### src/rtl/i2c_target.sv
// I2C target: 7-bit address match, NUM_BYTES-byte write receive and read transmit.
// Define I2C_TARGET_GLITCH_FILTER_EN to add a 3-sample majority filter on SCL/SDA.
module i2c_target #(
    parameter logic [6:0] TARGET_ADDR = 7'h42,
    parameter int         NUM_BYTES   = 3
) (
    input  logic                   clk,
    input  logic                   rst,
    input  logic                   scl,
    input  logic                   sda_in,
    output logic                   sda_out,
    input  logic [8*NUM_BYTES-1:0] data_snt,
    output logic [8*NUM_BYTES-1:0] data_rcv,
    output logic                   rcv_valid,
    output logic                   busy
);

    localparam int W   = 8 * NUM_BYTES;
    localparam int BCW = $clog2(NUM_BYTES + 1);
    localparam logic [BCW-1:0] LAST = BCW'(NUM_BYTES);

    typedef enum logic [2:0] {
        IDLE,
        ADDR,
        ADDR_ACK,
        WR_DATA,
        WR_ACK,
        RD_DATA,
        RD_ACK,
        WAIT_STOP
    } state_t;

    state_t           state;
    logic [1:0]       scl_sync;
    logic [1:0]       sda_sync;
    logic             scl_f;
    logic             sda_f;
    logic             scl_q;
    logic             sda_q;
    logic             scl_rise;
    logic             scl_fall;
    logic             start_det;
    logic             stop_det;
    logic [W-1:0]     rx_shift;
    logic [W-1:0]     tx_shift;
    logic [3:0]       bit_cnt;
    logic [BCW-1:0]   byte_cnt;
    logic             rw;
    logic             ack_ok;
    logic             addr_hit;

    // Bus idles high, so synchronisers reset to 1 to avoid a false START.
    always_ff @(posedge clk or negedge rst) begin
        if (!rst) begin
            scl_sync <= 2'b11;
            sda_sync <= 2'b11;
        end else begin
            scl_sync <= {scl_sync[0], scl};
            sda_sync <= {sda_sync[0], sda_in};
        end
    end

`ifdef I2C_TARGET_GLITCH_FILTER_EN
    logic [1:0] scl_hist;
    logic [1:0] sda_hist;

    function automatic logic maj3(input logic a, input logic b, input logic c);
        return (a & b) | (a & c) | (b & c);
    endfunction

    always_ff @(posedge clk or negedge rst) begin
        if (!rst) begin
            scl_hist <= 2'b11;
            sda_hist <= 2'b11;
            scl_f    <= 1'b1;
            sda_f    <= 1'b1;
        end else begin
            scl_hist <= {scl_hist[0], scl_sync[1]};
            sda_hist <= {sda_hist[0], sda_sync[1]};
            scl_f    <= maj3(scl_sync[1], scl_hist[0], scl_hist[1]);
            sda_f    <= maj3(sda_sync[1], sda_hist[0], sda_hist[1]);
        end
    end
`else
    assign scl_f = scl_sync[1];
    assign sda_f = sda_sync[1];
`endif

    always_ff @(posedge clk or negedge rst) begin
        if (!rst) begin
            scl_q <= 1'b1;
            sda_q <= 1'b1;
        end else begin
            scl_q <= scl_f;
            sda_q <= sda_f;
        end
    end

    assign scl_rise  = scl_f & ~scl_q;
    assign scl_fall  = ~scl_f & scl_q;
    assign start_det = scl_f & scl_q & sda_q & ~sda_f;
    assign stop_det  = scl_f & scl_q & ~sda_q & sda_f;
    assign addr_hit  = (rx_shift[7:1] == TARGET_ADDR) && (rx_shift[7:1] != 7'd0);

    always_ff @(posedge clk or negedge rst) begin
        if (!rst) begin
            state     <= IDLE;
            sda_out   <= 1'b1;
            data_rcv  <= '0;
            rcv_valid <= 1'b0;
            busy      <= 1'b0;
            rx_shift  <= '0;
            tx_shift  <= '0;
            bit_cnt   <= '0;
            byte_cnt  <= '0;
            rw        <= 1'b0;
            ack_ok    <= 1'b0;
        end else begin
            rcv_valid <= 1'b0;
            if (start_det) begin
                state    <= ADDR;
                busy     <= 1'b1;
                sda_out  <= 1'b1;
                bit_cnt  <= '0;
                byte_cnt <= '0;
                rx_shift <= '0;
            end else if (stop_det) begin
                state   <= IDLE;
                busy    <= 1'b0;
                sda_out <= 1'b1;
            end else begin
                unique case (state)
                    IDLE, WAIT_STOP: begin
                    end
                    ADDR: begin
                        if (scl_rise && bit_cnt != 4'd8) begin
                            rx_shift <= {rx_shift[W-2:0], sda_f};
                            bit_cnt  <= bit_cnt + 4'd1;
                        end else if (scl_fall && bit_cnt == 4'd8) begin
                            rw <= rx_shift[0];
                            if (addr_hit) begin
                                sda_out <= 1'b0;
                                state   <= ADDR_ACK;
                                if (rx_shift[0]) tx_shift <= data_snt;
                            end else begin
                                state <= WAIT_STOP;
                            end
                        end
                    end
                    ADDR_ACK: begin
                        if (scl_fall) begin
                            bit_cnt <= '0;
                            if (rw) begin
                                sda_out  <= tx_shift[W-1];
                                tx_shift <= {tx_shift[W-2:0], 1'b0};
                                state    <= RD_DATA;
                            end else begin
                                sda_out <= 1'b1;
                                state   <= WR_DATA;
                            end
                        end
                    end
                    WR_DATA: begin
                        if (scl_rise && bit_cnt != 4'd8) begin
                            rx_shift <= {rx_shift[W-2:0], sda_f};
                            bit_cnt  <= bit_cnt + 4'd1;
                            if (bit_cnt == 4'd7 && byte_cnt != LAST)
                                byte_cnt <= byte_cnt + BCW'(1);
                        end else if (scl_fall && bit_cnt == 4'd8) begin
                            sda_out <= 1'b0;
                            state   <= WR_ACK;
                        end
                    end
                    WR_ACK: begin
                        if (scl_rise && byte_cnt == LAST) begin
                            data_rcv  <= rx_shift;
                            rcv_valid <= 1'b1;
                        end else if (scl_fall) begin
                            sda_out <= 1'b1;
                            bit_cnt <= '0;
                            state   <= (byte_cnt == LAST) ? WAIT_STOP : WR_DATA;
                        end
                    end
                    RD_DATA: begin
                        if (scl_rise && bit_cnt != 4'd8) begin
                            bit_cnt <= bit_cnt + 4'd1;
                            if (bit_cnt == 4'd7 && byte_cnt != LAST)
                                byte_cnt <= byte_cnt + BCW'(1);
                        end else if (scl_fall) begin
                            if (bit_cnt == 4'd8) begin
                                sda_out <= 1'b1;
                                state   <= RD_ACK;
                            end else begin
                                sda_out  <= tx_shift[W-1];
                                tx_shift <= {tx_shift[W-2:0], 1'b0};
                            end
                        end
                    end
                    RD_ACK: begin
                        if (scl_rise) begin
                            ack_ok <= ~sda_f;
                        end else if (scl_fall) begin
                            if (ack_ok && byte_cnt != LAST) begin
                                bit_cnt  <= '0;
                                sda_out  <= tx_shift[W-1];
                                tx_shift <= {tx_shift[W-2:0], 1'b0};
                                state    <= RD_DATA;
                            end else begin
                                state <= WAIT_STOP;
                            end
                        end
                    end
                    default: state <= IDLE;
                endcase
            end
        end
    end

endmodule

### config.mk
export PLATFORM = sky130hd
export DESIGN_NAME = i2c_target
export DESIGN_NICKNAME = d
export VERILOG_FILES = /design/src/rtl/i2c_target.sv
export SDC_FILE = /design/constraint.sdc
export NUM_CORES = 1
export LEC_CHECK = 0
export CAP_MARGIN = 20
export CORE_UTILIZATION = 38
export DETAILED_ROUTE_END_ITERATION = 10
export PLACE_DENSITY = 0.58
export SETUP_SLACK_MARGIN = 0.4
export SKIP_CTS_REPAIR_TIMING = 1
export SYNTH_ARGS = -nofsm -noshare
export SYNTH_HDL_FRONTEND = slang
export SYNTH_SLANG_ARGS = --single-unit
### constraint.sdc
create_clock -name clk -period 2.5 [get_ports clk]
set_clock_uncertainty 0.1 [all_clocks]
set_input_delay 0.75 -clock clk [delete_from_list [all_inputs] [get_ports clk]]
set_output_delay 0.75 -clock clk [all_outputs]
set_load 0.1 [all_outputs]
==> impl_metrics.ini <==
[status]
status = finished clean

[hold_path]
min_path_type = input pin to async pin

[global_route]
busiest_layer = met2
grt_first_pass_wirelength_mm = 14.1
grt_usage = 0.158
use_met2 = 0.250
globalRouteMet3Util = 0.0392
antenna_found_initial = 0
grt_max_degree = 49
grt_overflow = 0
met1_usage = 0.216
first_global_vias = 2869

[timing]
finalCriticalPeriod_ps = 2240
tns_ps = 0
maxSlewHeadroom = 0.668
setup_viol = 0
slew_violations = 0
timing.final.crit_share = 0.896
rsz0062_at_grt = yes
fmax_mhz = 446
final-hold-violation-count = 0
worstMarginPinSlew_ps = 498

[detailed_routing]
viasPerCell = 5.13
drtAntennaViolNets = 0
drt-pass1-iter-count = 4
drt_iter0_markers = 171
wirelength_mm = 8.76
drc_errors = 0
wire_per_inst_um = 14.9
vias = 3019

[pwr]
leakage_uw = 0.00250
pwr-share-comb = 0.339
p_per_area_nw_per_um2 = 950
clkPwrFrac = 0.208
internal-power_uw = 3170
power_frac_seq = 0.453
p_sw_uw = 1730
switching_share = 0.353
ir_drop_uv = 446

[synth]
synth-edff-count = 0
synth_cell_types = 49
ys_seq_elements = 92
avgSynthCellArea_um2 = 10.6
synth_seq_area_share = 0.561
ys.flop_type = dfrtp_1
synth_cells = 388
syn_area_um2 = 4120
ys.warnings.count = 0
synth_fp_nets = 419
async_reset_ff_frac = 1.00

[placement]
port_buffers = 54
dp_hpwl_mm = 5.37
gp_congestion = 0.788

[setup_path]
crit_fanout = 24
cp.arrival_ps = 2370
worstPathRequired_ps = 2630
critPathSlowestCell = a311o_2
end_kind = register
startpoint_type = register
worstPathCellList = inv_2 -> ha_4 -> and3b_2 -> or3_1 -> a311o_2 -> clkbuf_16 -> nand2_1 -> o21ai_1
crit_type = register to register
slowest_delay_ps = 500

[finish]
final_core_util = 0.496
antenna_cells = 0
fin_nets = 480
area_growth_pct = 25.3
drive_gt1_frac = 0.265

[floorplanning]
die-area_um2 = 11300
die_x_um = 106
pin_count = 55
initial_core_util = 0.396
die_h_um = 106
coreArea_um2 = 10400
rows = 37

[cts]
cts_max_level = 3
root_buffer = clkbuf_8
cts.path.max_buffers = 2
clock-sinks = 92
clock_latency_ps = 350
clk_pin_slew_ps = 90
cts_buffers = 9
cts_tree = built

[job]
drv_cap = 0
synthesized netlist by cell type, types with 2 or more instances:
cell type,count,area (um2)
o31ai_1,2,15.0
nor3b_1,7,52.6
nor2_1,9,33.8
buf_2,12,60.1
mux2i_1,26,260
nand2_1,83,312
buf_6,3,33.8
nand3_1,29,145
nand3b_1,3,22.5
nor2b_1,2,12.5
nand2b_1,3,18.8
nor4_1,2,12.5
nand4_1,2,12.5
ha_1,3,37.5
a31oi_1,2,12.5
nor3_1,2,10.0
o21ai_1,22,110
or3_1,2,12.5
dfrtp_1,85,2130
a21oi_1,5,25.0
mux2_2,26,293
o21a_1,2,15.0
o22ai_1,2,12.5
o21ai_0,10,50.1
clkbuf_1,8,30.0
xnor2_1,2,17.5
inv_1,6,22.5
dfstp_2,7,184
power by group through the flow:
stage                     Clock, uW  Sequential, uW  Combinational (uW)
after floorplan                   0            2100                1160
after global placement            0            2220                1370
after detailed placement          0            2230                1400
after CTS                      1060            2200                1400
after global routing           1110            2290                1840
final                          1020            2220                1660
cells by family after synthesis:
kind of cell               Yosys count  share of synthesized area
AOI/OAI and AO/OA                   56                     0.0822
xor gates and xnor gates             3                    0.00637
adders and majority gates            3                    0.00911
buffers and inverters               30                     0.0367
DFF                                 92                      0.561
muxes                               52                      0.134
and+or+nand+nor                    152                      0.171
state kept, by name, indices dropped and copies added (netlist names), 2 cells and up:
register	flops
bit_cnt	4
byte_cnt	2
data_rcv	24
rx_shift	24
scl_sync	2
sda_sync	2
state	3
tx_shift	24
metrics by stage:
step                std cells  setup slack [ps]  total power, uW  hold WS, ps  cell area, um2
global placement          563               320             3590          245            4750
finish                    589               259             4910          233            5170
detailed placement        563               281             3630          247            4750
floorplan                 388               365             3260          245            4130
CTS                       578               251             4670          223            4950
global route              589               178             5240          243            5170
routing by layer:
layer,up-vias,part of all wire
li1,1463,-
met1,1492,0.46
met2,58,0.48
met3,6,0.039
met4,0,0.014
met5,-,0
path summary, 6_finish.rpt:
| kind | from | endpoint | slack [ps] | cells after the start |
|---|---|---|---|---|
| worst max register to register | bit_cnt[0] | tx_shift[11] | 260 | 8 |
| min in group clk | sda_sync[0] | sda_sync[1] | 260 | 0 |
| worst max-delay path | bit_cnt[0] | tx_shift[11] | 260 | 8 |
| max in group asynchronous | rst | scl_q | 1390 | 2 |
| worst min-delay path | rst | data_rcv[11] | 230 | 1 |
| worst min register to register | sda_sync[0] | sda_sync[1] | 260 | 0 |
cell type report:
type / count / area (um2)
clock buffer: 11 / 141
clock inverter: 4 / 58.8
fill: 938 / 5250
inverter: 6 / 22.5
multi-input combinational: 266 / 1740
sequential: 92 / 2310
tap: 136 / 170
timing repair buffer: 74 / 718
cell usage in the layout (no fill, tap or decap), types with 4 or more instances in the layout:
cell type | netlist | layout
dfrtp_1 | 85 | 82
nand2_1 | 83 | 80
buf_4 | 0 | 40
nand3_1 | 29 | 29
mux2i_1 | 26 | 26
clkdlybuf4s50_1 | 0 | 26
mux2_2 | 26 | 25
o21ai_1 | 22 | 21
clkbuf_8 | 0 | 10
nor2_1 | 9 | 9
o21ai_0 | 10 | 8
dfstp_2 | 7 | 7
nor3b_1 | 7 | 6
inv_1 | 6 | 4
a21oi_1 | 5 | 4
critical path: cells and delay by family (launching register included):
kind / cells / cell delay [ps]
buffers and inverters: 2 / 290
AO/OA/AOI/OAI: 2 / 550
AND/OR/NAND/NOR: 3 / 620
flip-flops: 1 / 420
adder cells (fa/ha/maj): 1 / 150
Power figures use the tool's default switching activity.
